`config.mk`:
```
export PLATFORM = sky130hd
export DESIGN_NAME = if_stage
export DESIGN_NICKNAME = d
export VERILOG_FILES = /design/src/rtl/if_stage_pkg.sv /design/src/rtl/if_perf_cnt.sv /design/src/rtl/if_stage.sv
export SDC_FILE = /design/constraint.sdc
export NUM_CORES = 1
export LEC_CHECK = 0
export ABC_AREA = 0
export CORE_MARGIN = 2
export CORE_UTILIZATION = 45
export CTS_BUF_LIST = sky130_fd_sc_hd__clkbuf_8
export DETAILED_ROUTE_END_ITERATION = 8
export GPL_TIMING_DRIVEN = 1
export PLACE_DENSITY = 0.73
export REMOVE_ABC_BUFFERS = 1
export SKIP_CTS_REPAIR_TIMING = 1
export SYNTH_ARGS = -nofsm -noshare
export SYNTH_HDL_FRONTEND = slang
export SYNTH_HIERARCHICAL = 1
export SYNTH_SLANG_ARGS = --single-unit
export TNS_END_PERCENT = 5
```
`constraint.sdc`:
```
create_clock -name clk -period 6.57 [get_ports clk]
set_input_delay 1.314 -clock clk [delete_from_list [all_inputs] [get_ports clk]]
set_output_delay 1.314 -clock clk [all_outputs]
set_load 0.02 [all_outputs]
```
`src/rtl/if_stage_pkg.sv`:
```
// if_stage_pkg: shared constants and types for the instruction-fetch stage.
//   INST_NOP            - canonical bubble instruction (addi x0,x0,0)
//   IF_RESET_PC_DEFAULT - default first-fetch word address (byte 0x1000)
//   if_state_e          - fetch FSM states
//   pc_inc()            - sequential word-PC increment, wraps modulo 2^32
package if_stage_pkg;

  localparam logic [31:0] INST_NOP            = 32'h0000_0013;
  localparam logic [31:0] IF_RESET_PC_DEFAULT = 32'h0000_0400;

  typedef enum logic [1:0] {
    IF_BOOT  = 2'd0,
    IF_RUN   = 2'd1,
    IF_HOLD  = 2'd2,
    IF_FLUSH = 2'd3
  } if_state_e;

  function automatic logic [31:0] pc_inc(input logic [31:0] pc);
    return pc + 32'd1;
  endfunction

endpackage

```
`src/rtl/if_perf_cnt.sv`:
```
// if_perf_cnt: fetch-stage performance counters (built only with IF_PERF_CNT_EN).
// Ports:
//   clk, rst_n    - clock, asynchronous active-low reset
//   fetch_inc_i   - an instruction was accepted by ID this cycle
//   flush_inc_i   - a redirect was accepted this cycle
//   fetch_cnt_o   - accepted-instruction count, wraps modulo 2^32
//   flush_cnt_o   - accepted-redirect count, wraps modulo 2^32
module if_perf_cnt (
  input  logic        clk,
  input  logic        rst_n,
  input  logic        fetch_inc_i,
  input  logic        flush_inc_i,
  output logic [31:0] fetch_cnt_o,
  output logic [31:0] flush_cnt_o
);

  logic [31:0] fetch_q, flush_q;

  always_ff @(posedge clk or negedge rst_n) begin
    if (!rst_n) begin
      fetch_q <= '0;
      flush_q <= '0;
    end else begin
      if (fetch_inc_i) fetch_q <= fetch_q + 32'd1;
      if (flush_inc_i) flush_q <= flush_q + 32'd1;
    end
  end

  assign fetch_cnt_o = fetch_q;
  assign flush_cnt_o = flush_q;

endmodule

```
`src/rtl/if_stage.sv`:
```
// if_stage: instruction-fetch stage feeding ID.
// Owns the word-addressed PC, drives a synchronous IMEM read port (data one
// cycle after address) and presents {inst, pc, valid} to ID. A one-entry hold
// buffer keeps the presented instruction across ID stalls; redirects squash
// the in-flight fetch as a NOP bubble.
// Optional feature macro: IF_PERF_CNT_EN adds fetch_cnt_o / flush_cnt_o.
// Ports:
//   clk, rst_n       - clock, asynchronous active-low reset
//   stall_i          - ID did not accept inst_o this cycle
//   redirect_i       - taken branch / jump, load redirect_addr_i
//   redirect_addr_i  - redirect target (word address)
//   imem_en_o        - IMEM read enable
//   imem_addr_o      - IMEM word address (low IMEM_AW bits of pc_q)
//   imem_rdata_i     - IMEM read data
//   inst_o           - instruction to ID
//   pc_data_o        - word PC of inst_o
//   inst_valid_o     - inst_o is a real instruction
//   fetch_cnt_o      - (IF_PERF_CNT_EN) accepted instructions
//   flush_cnt_o      - (IF_PERF_CNT_EN) accepted redirects
module if_stage
  import if_stage_pkg::*;
#(
  parameter logic [31:0] RESET_PC = IF_RESET_PC_DEFAULT,
  parameter int unsigned IMEM_AW  = 14
) (
  input  logic               clk,
  input  logic               rst_n,
  input  logic               stall_i,
  input  logic               redirect_i,
  input  logic [31:0]        redirect_addr_i,
  output logic               imem_en_o,
  output logic [IMEM_AW-1:0] imem_addr_o,
  input  logic [31:0]        imem_rdata_i,
  output logic [31:0]        inst_o,
  output logic [31:0]        pc_data_o,
  output logic               inst_valid_o
`ifdef IF_PERF_CNT_EN
  ,
  output logic [31:0]        fetch_cnt_o,
  output logic [31:0]        flush_cnt_o
`endif
);

  if_state_e   state_q, state_d;
  logic [31:0] pc_q, pc_d;
  logic [31:0] pc_out_q, pc_out_d;
  logic [31:0] hold_q, hold_d;
  logic        redir_acc;
  logic        advance;

  always_ff @(posedge clk or negedge rst_n) begin
    if (!rst_n) begin
      state_q  <= IF_BOOT;
      pc_q     <= RESET_PC;
      pc_out_q <= '0;
      hold_q   <= INST_NOP;
    end else begin
      state_q  <= state_d;
      pc_q     <= pc_d;
      pc_out_q <= pc_out_d;
      hold_q   <= hold_d;
    end
  end

  // ID cannot produce a redirect before the first valid instruction, so
  // BOOT ignores it.
  assign redir_acc = redirect_i && (state_q != IF_BOOT);

  always_comb begin
    state_d      = state_q;
    pc_d         = pc_q;
    pc_out_d     = pc_out_q;
    hold_d       = hold_q;
    inst_o       = INST_NOP;
    inst_valid_o = 1'b0;
    advance      = 1'b0;

    unique case (state_q)
      IF_BOOT: begin
        advance = 1'b1;
      end
      IF_RUN: begin
        inst_o       = imem_rdata_i;
        inst_valid_o = 1'b1;
        if (stall_i) begin
          hold_d  = imem_rdata_i;
          state_d = IF_HOLD;
        end else begin
          advance = 1'b1;
        end
      end
      IF_HOLD: begin
        // IMEM keeps re-reading pc_q, so on release the RUN data is already
        // the word following the held one.
        inst_o       = hold_q;
        inst_valid_o = 1'b1;
        advance      = !stall_i;
      end
      IF_FLUSH: begin
        advance = !stall_i;
      end
      default: ;
    endcase

    // Redirect outranks stall; held instruction is dropped.
    if (redir_acc) begin
      pc_d    = redirect_addr_i;
      hold_d  = INST_NOP;
      state_d = IF_FLUSH;
    end else if (advance) begin
      pc_out_d = pc_q;
      pc_d     = pc_inc(pc_q);
      state_d  = IF_RUN;
    end
  end

  assign pc_data_o   = pc_out_q;
  assign imem_addr_o = pc_q[IMEM_AW-1:0];
  // No IMEM activity while reset is held.
  assign imem_en_o   = rst_n;

`ifdef IF_PERF_CNT_EN
  logic fetch_inc;
  assign fetch_inc = inst_valid_o & ~stall_i & ~redirect_i;

  if_perf_cnt u_perf_cnt (
    .clk         (clk),
    .rst_n       (rst_n),
    .fetch_inc_i (fetch_inc),
    .flush_inc_i (redir_acc),
    .fetch_cnt_o (fetch_cnt_o),
    .flush_cnt_o (flush_cnt_o)
  );
`endif

endmodule

```
==> results.txt, run 1 <==
The flow ran to the end, and the final reports show no timing, DRC or antenna violations. The routed wire length per instance is 16.5 um. The worst-path cell with the longest stage delay was clkdlybuf4s50_1. Once layout is complete, the cells apart from fillers number 785. Yosys attributes the largest share of cell area to dfrtp_1, nand2_1, mux2_2.

The register bit total from synthesis is 98, and the number of buffer cells added on primary ports is 147. The chip width is 111 um, and the average cell area after synthesis is 9.67 um^2. The die is 111 um tall. For the pin with the worst max-slew slack, the measured transition is 1090 ps. In this run the tightest slew margin relative to its limit is 27.3%. Setup repair after global routing left no endpoint under its margin. After layout, the worst path uses 60.7% of the clock period. The core region is 10900 um^2. The run gives 251 MHz as the maximum clock rate. For the count of final hold-check violations, the log shows 0.

The tools report the library cell used as clock root buffer as clkbuf_8. The tools report the cell count after synthesis as 528. After layout, the minimum clock period comes to 3990 ps. The analysis attributes to net switching a power of 552 uW. The run gives 48.1% as the share of the yosys chip area belonging to registers. The worst hold path belongs to the class reg2reg. The clock net in this run drives a total of 98 sinks. The cell type contributing the most total cell area after synthesis was dfrtp_1.

In this run the number of H-tree levels came out at 3. The run gives 4247 as the via count of the first global-routing pass. The clock passes through at most 2 buffers.

Entering global routing, the biggest net connects 82 pins. The worst setup path is launched from an input port. For the peak supply drop, the log shows 0.147 mV.

After the last flow step, the layout net total stands at 714. The count of nets left with antenna violations once routing finished came out at 0. The global placer's final weighted congestion is 0.827, and the count of flip-flops with a built-in enable after synthesis is 0. The leakage power figure is 0.00264 uW.

Of all nets on the critical path, the largest fanout is 2. Relative area change from synthesis to final layout: 31.6%. The largest single stage delay on the critical path is 620 ps. The number of clock buffers inserted by TritonCTS is 9. TritonCTS built the clock tree.

Cell internal power was estimated by the tool at 1150 uW. The critical setup path kind is in2out. Including well taps, the total number of placed cells is 769. The per-cell via count in the routed design was 5.50; the remaining global-route overflow was 0.

On the final layout, the worst clock skew is 7.54 ps. The run gives 0 as the antenna diode count. The logs give 46.7% for the initial core utilization and 38 for the total number of placement rows.

The total number of yosys warnings was 6; the part of the power in combinational logic was 32.7%. The fraction of power spent switching nets works out to 32.5%. Setup violations remaining at the end of the flow were counted as 0. The run gives 0 as the max-slew violation count. The all-layer global routing usage is 21.0%, and the arrival time of the worst setup path is 2670 ps. In this design, the critical path's most frequently occurring cell is clkdlybuf4s50_1. The synthesized design devotes to its leading area cell type 46.1% of total area. STA classifies the critical path endpoint as an output port. The most common cell in the netlist was nand2_1. For this design the top-level I/O count stands at 148. For this block, the initial DRC count from the detailed router was 286. Walking the worst path, the cells encountered are clkdlybuf4s50_1 > a22oi_1 > nor2b_1 > clkdlybuf4s50_1.

Clock latency on the worst-skew pair: 360 ps. After detailed routing, the number of remaining DRC violations is 0. After clock tree synthesis, the clock-pin slew on the worst setup and hold paths is 80 ps. The HPWL after detailed placement is 8740 um. The first-pass GRT wire length was 21300 um; the part of the total power dissipated in sequential elements was 45.5%.

The run gives 5 as the first-pass detailed-route iteration total. The run gives 12200 um^2 as the die footprint. The run gives 13000 um as the wire length reported by the detailed router. The cell area that synthesis handed to floorplanning was 5110 um^2. The fraction of synthesis flops using an asynchronous set or reset pin came out at 100%. The total power divided by cell area works out to 253 nW/um^2. Most used flip-flop cell after synthesis: dfrtp_1. Max-cap violations in this run came to 0. STA puts the critical path data required time at 5260 ps. The clock network accounts for 21.9% of the total power. Synthesis instantiated 45 different standard cells from the library. For the detailed-route via count, the log shows 4320. The final-layout setup total negative slack was 0 ps; the share of final-layout standard cells stronger than drive strength 1 was 10.2%. By count the netlist is led by nand2_1, dfrtp_1, a22oi_1. For the initial antenna violation count, the log shows 0.
==> layout by cell type (no fill, tap or decap), types with 3 or more instances in the layout <==
cell             count
clkbuf_8             9
nand4_1             17
a21oi_1             31
nor3_1               4
nand3_1             14
nor2_1              10
mux2_2              30
clkdlybuf4s50_1    146
o21ai_0             26
nor2b_1             30
and2_1               3
nand2_1            102
buf_4                6
dfrtp_1             94
and4_1               5
xor2_1              15
dfstp_2              4
a31oi_1              4
inv_1                8
and3_1               4
a22oi_1             32
xnor2_1             12
ha_1                 6
==> sequential cells by signal, summed over array words and instances, names as in the netlist <==
| name | cells |
|---|---|
| state_q | 2 |
| hold_q | 32 |
| pc_q | 32 |
| pc_data_o | 32 |
==> through the flow <==
stage | utilization (%) | instance area [um^2] | hold WS [ps] | power, uW | setup WS (ps)
floorplan | - | 4850 | 464 | 1050 | 1210
global placement | 59.8 | 6540 | 470 | 1330 | 2590
detailed placement | 59.8 | 6540 | 476 | 1340 | 2570
CTS | 61.4 | 6720 | 490 | 1710 | 2570
global route | 61.4 | 6720 | 499 | 1780 | 2510
finish | 61.4 | 6720 | 485 | 1700 | 2580
==> per-layer routing <==
metal | share of wire (%) | GRT usage [%] | up-vias
met5 | 0 | 0 | -
li1 | - | - | 2036
met1 | 46 | 29.0 | 2124
met3 | 5.5 | 4.06 | 16
met2 | 47 | 34.0 | 144
met4 | 1.2 | 5.83 | 0
==> power by group through the flow <==
stage	Sequential, uW	Clock [uW]	Combinational [uW]
2_1_floorplan	856	0	197
3_3_place_gp	778	0	550
3_5_place_dp	784	0	557
4_1_cts	773	381	560
5_1_grt	785	405	593
6_report	772	371	555
==> critical path: cells and delay by family <==
family	cells	cell delay [ps]
buffers and inverters	2	1130
and+or+nand+nor	1	120
AOI/OAI and AO/OA	1	100
==> logic make-up after synthesis <==
group	after synthesis	share of synthesized area (%)
DFF	98	48.1
xor gates and xnor gates	27	4.63
AOI/OAI and AO/OA	97	11.3
buffers and inverters	55	5.39
and+or+nand+nor	213	22.1
adders and majority gates	6	1.47
muxes	32	7.06
==> path summary, 6_finish.rpt <==
kind                                             start                        end  slack [ps]  depth (start not counted)
min in group asynchronous                        rst_n     hold_q[24]$_DFFE_PN0P_         970                          1
max in group asynchronous                        rst_n       pc_q[31]$_DFFE_PN0P_        4460                          2
worst max register to register  state_q[0]$_DFFE_PN0P_  pc_data_o[15]$_DFFE_PN0P_        3630                          7
worst max-delay path                  imem_rdata_i[23]                 inst_o[23]        2580                          4
worst min register to register   hold_q[4]$_DFFE_PN1P_      hold_q[4]$_DFFE_PN1P_         480                          2
worst min-delay path             hold_q[4]$_DFFE_PN1P_      hold_q[4]$_DFFE_PN1P_         480                          2
==> layout make-up <==
class	instances	area, um^2
sequential	98	2460
inverter	4	15.0
timing repair buffer	152	1510
tap	140	175
fill	930	4220
clock inverter	7	55.1
multi-input combinational	375	2390
clock buffer	9	124
Power figures use the tool's default switching activity.
==> run 2, diff against run 1 <==
==> constraint.sdc (replaced) <==
create_clock -name clk -period 3.8 [get_ports clk]
set_input_delay 0.76 -clock clk [delete_from_list [all_inputs] [get_ports clk]]
set_output_delay 0.76 -clock clk [all_outputs]
set_load 0.02 [all_outputs]
==> run 2 against run 1 <==
Clock-buffer cell count did not move. Routed wire length fell by 0.61%. Register-to-register slack got worse by 2600 ps.
==> results.txt, run 2 (synthesis gave the netlist of run 1 again) <==
The flow ran to the end, and the final reports show no timing, DRC or antenna violations. Worst slack on hold paths: 286 ps (-199 ps). The die footprint was 12200 um^2 (unchanged); the clock transition at the registers of the reported paths was 100 ps (+20 ps). Total I/O pin count: 148 (unchanged). The top cell types in the final layout, fill and taps aside, are clkdlybuf4s50_1, nand2_1, dfrtp_1.

The largest net degree at the start of global routing is 82 (unchanged), and the path depth of the worst reg2reg path is 8 (+1). The cell count after placement was 770 (+0.13%); the post-route clock skew was 14.7 ps (+7.21 ps). The run gives 0 (unchanged) as the number of remaining DRC errors.

Final-layout setup total negative slack: 0 ps (unchanged). The logs give 0.808 (-2.4%) for the global placer's final weighted congestion and 298 (+4.2%) for the number of DRC markers after the initial detailed-route iteration. The logs give 20.8% (-0.19 points) for the all-layer global routing usage and 1040 ps (-2590 ps) for the minimum setup slack among reg-to-reg paths. First-pass GRT wire length: 21200 um (-0.45%).

Setup repair after global routing left no endpoint under its margin. The relative area change from synthesis to final layout was 32.0%. The total power divided by cell area is 441 nW/um^2 (+74%), and the y dimension of the die is 111 um (unchanged). Clock latency on the worst-skew pair: 370 ps (about the same).

Critical setup path kind: reg2out. The logs give 46.7% (unchanged) for the initial core utilization and 10900 um^2 (unchanged) for the floorplan core area. Detailed-route via count: 4243 (-1.8%). For the remaining global-route overflow, the log shows 0 (unchanged). CTS placed an instance of clkbuf_8 at the clock tree root.

The share of final-layout standard cells stronger than drive strength 1 was 10.8% (+0.60 points). The first-pass detailed-route iteration total is 5 (unchanged), and the number of buffer cells added on primary ports is 147 (unchanged). The count of max-cap constraint violations is 0 (unchanged). The tightest min-delay check is of the in2async type.

The number of standard cells in the layout, taps in and fillers out is 786 (+0.13%), and the initial antenna violation count is 0 (unchanged). After layout, the minimum clock period comes to 3360 ps. The arrival time of the worst setup path is 2600 ps (-70 ps).

For the number of clock sinks, the log shows 98 (unchanged). The total number of nets in the final design is 715 (+0.14%). The run gives 0 (unchanged) as the count of final hold-check violations. The chip width is 111 um (unchanged), and the endpoint required time on the critical path is 3040 ps (-2220 ps). The logs give 8600 um (-1.6%) for the final HPWL from detailed placement and 3 (unchanged) for the H-tree depth reported by CTS. Slew at the pin closest to its max-slew limit: 1090 ps (+2.99 ps).

The logs give 12900 um (-0.61%) for the wire length reported by the detailed router and 9 (unchanged) for the number of clock buffers inserted by TritonCTS. The number of buffers on the longest clock path is 2 (unchanged), and the total number of placement rows is 38 (unchanged). The residual antenna-violating net count after detailed routing is 0 (unchanged). The run gives 4160 (-2.0%) as the via count of the first global-routing pass. Leaving out fill and tap cells, the most frequent cell in the layout is clkdlybuf4s50_1. The routed wire length per instance came out at 16.4 um (-0.74%).

The kind of end point of the critical path was an output port. The logs give 0 (unchanged) for the max-slew violation count and 0 (unchanged) for the count of final setup violators. TritonCTS built the clock tree. Timing would allow up to 297 MHz.

The run gives 0 (unchanged) as the antenna diode count. For the remaining max-slew budget at the tightest pin, the log shows 27.1% (-0.20 points). Dividing the final minimum period by the clock period gives 88.5%. Total power of the final layout: 2970 uW (+75%). The maximum fanout count along the critical path was 33 (+31). The peak supply drop is 0.258 mV (+76%). The per-cell via count in the routed design was 5.40 (-1.9%). The worst setup path is launched from a register. Leakage power figure: 0.00264 uW (about the same).
run 2: cell type report:
type	instances	area (um^2)
inverter	4	15.0
sequential	98	2460
fill	941	4190
multi-input combinational	375	2390
tap	140	175
clock buffer	9	124
timing repair buffer	153	1510
clock inverter	7	70.1
run 2: layer usage:
layer	wire, um	vias up	GRT usage, %
met5	0	-	0
met4	103	0	5.42
met3	870	9	3.73
met2	6000	143	32.6
met1	5900	2050	30.0
li1	-	2041	-
run 2: final timing paths:
path,startpoint,end
max,state_q[0]$_DFFE_PN0P_,inst_o[25]
min,rst_n,hold_q[24]$_DFFE_PN0P_
max reg2reg,state_q[1]$_DFFE_PN0P_,pc_data_o[14]$_DFFE_PN0P_
min reg2reg,hold_q[4]$_DFFE_PN1P_,hold_q[4]$_DFFE_PN1P_
max in group asynchronous,rst_n,pc_data_o[18]$_DFFE_PN0P_
min in group clk,hold_q[4]$_DFFE_PN1P_,hold_q[4]$_DFFE_PN1P_
run 2: worst max-delay path, cell delays in order, from the launching register on:
cell and delay [ps]:
dfrtp_1 390, inv_1 100, ha_1 880, nor2b_1 250, clkdlybuf4s50_1 620
run 2: report_power, final:
part           total, uW  switching, uW  internal, uW  leakage, uW
Sequential          1340            132          1210      0.00122
Clock                680            375           305     0.000105
Combinational        957            472           485      0.00132
Total               2970            979          2000      0.00264
run 2: through the flow:
step                util (%)  area [um^2]  worst slack (ps)
floorplan                  -         4850             -1010
global placement        59.9         6550               884
detailed placement      59.9         6550               810
CTS                     61.6         6740               446
global route            61.6         6740               323
finish                  61.6         6740               437
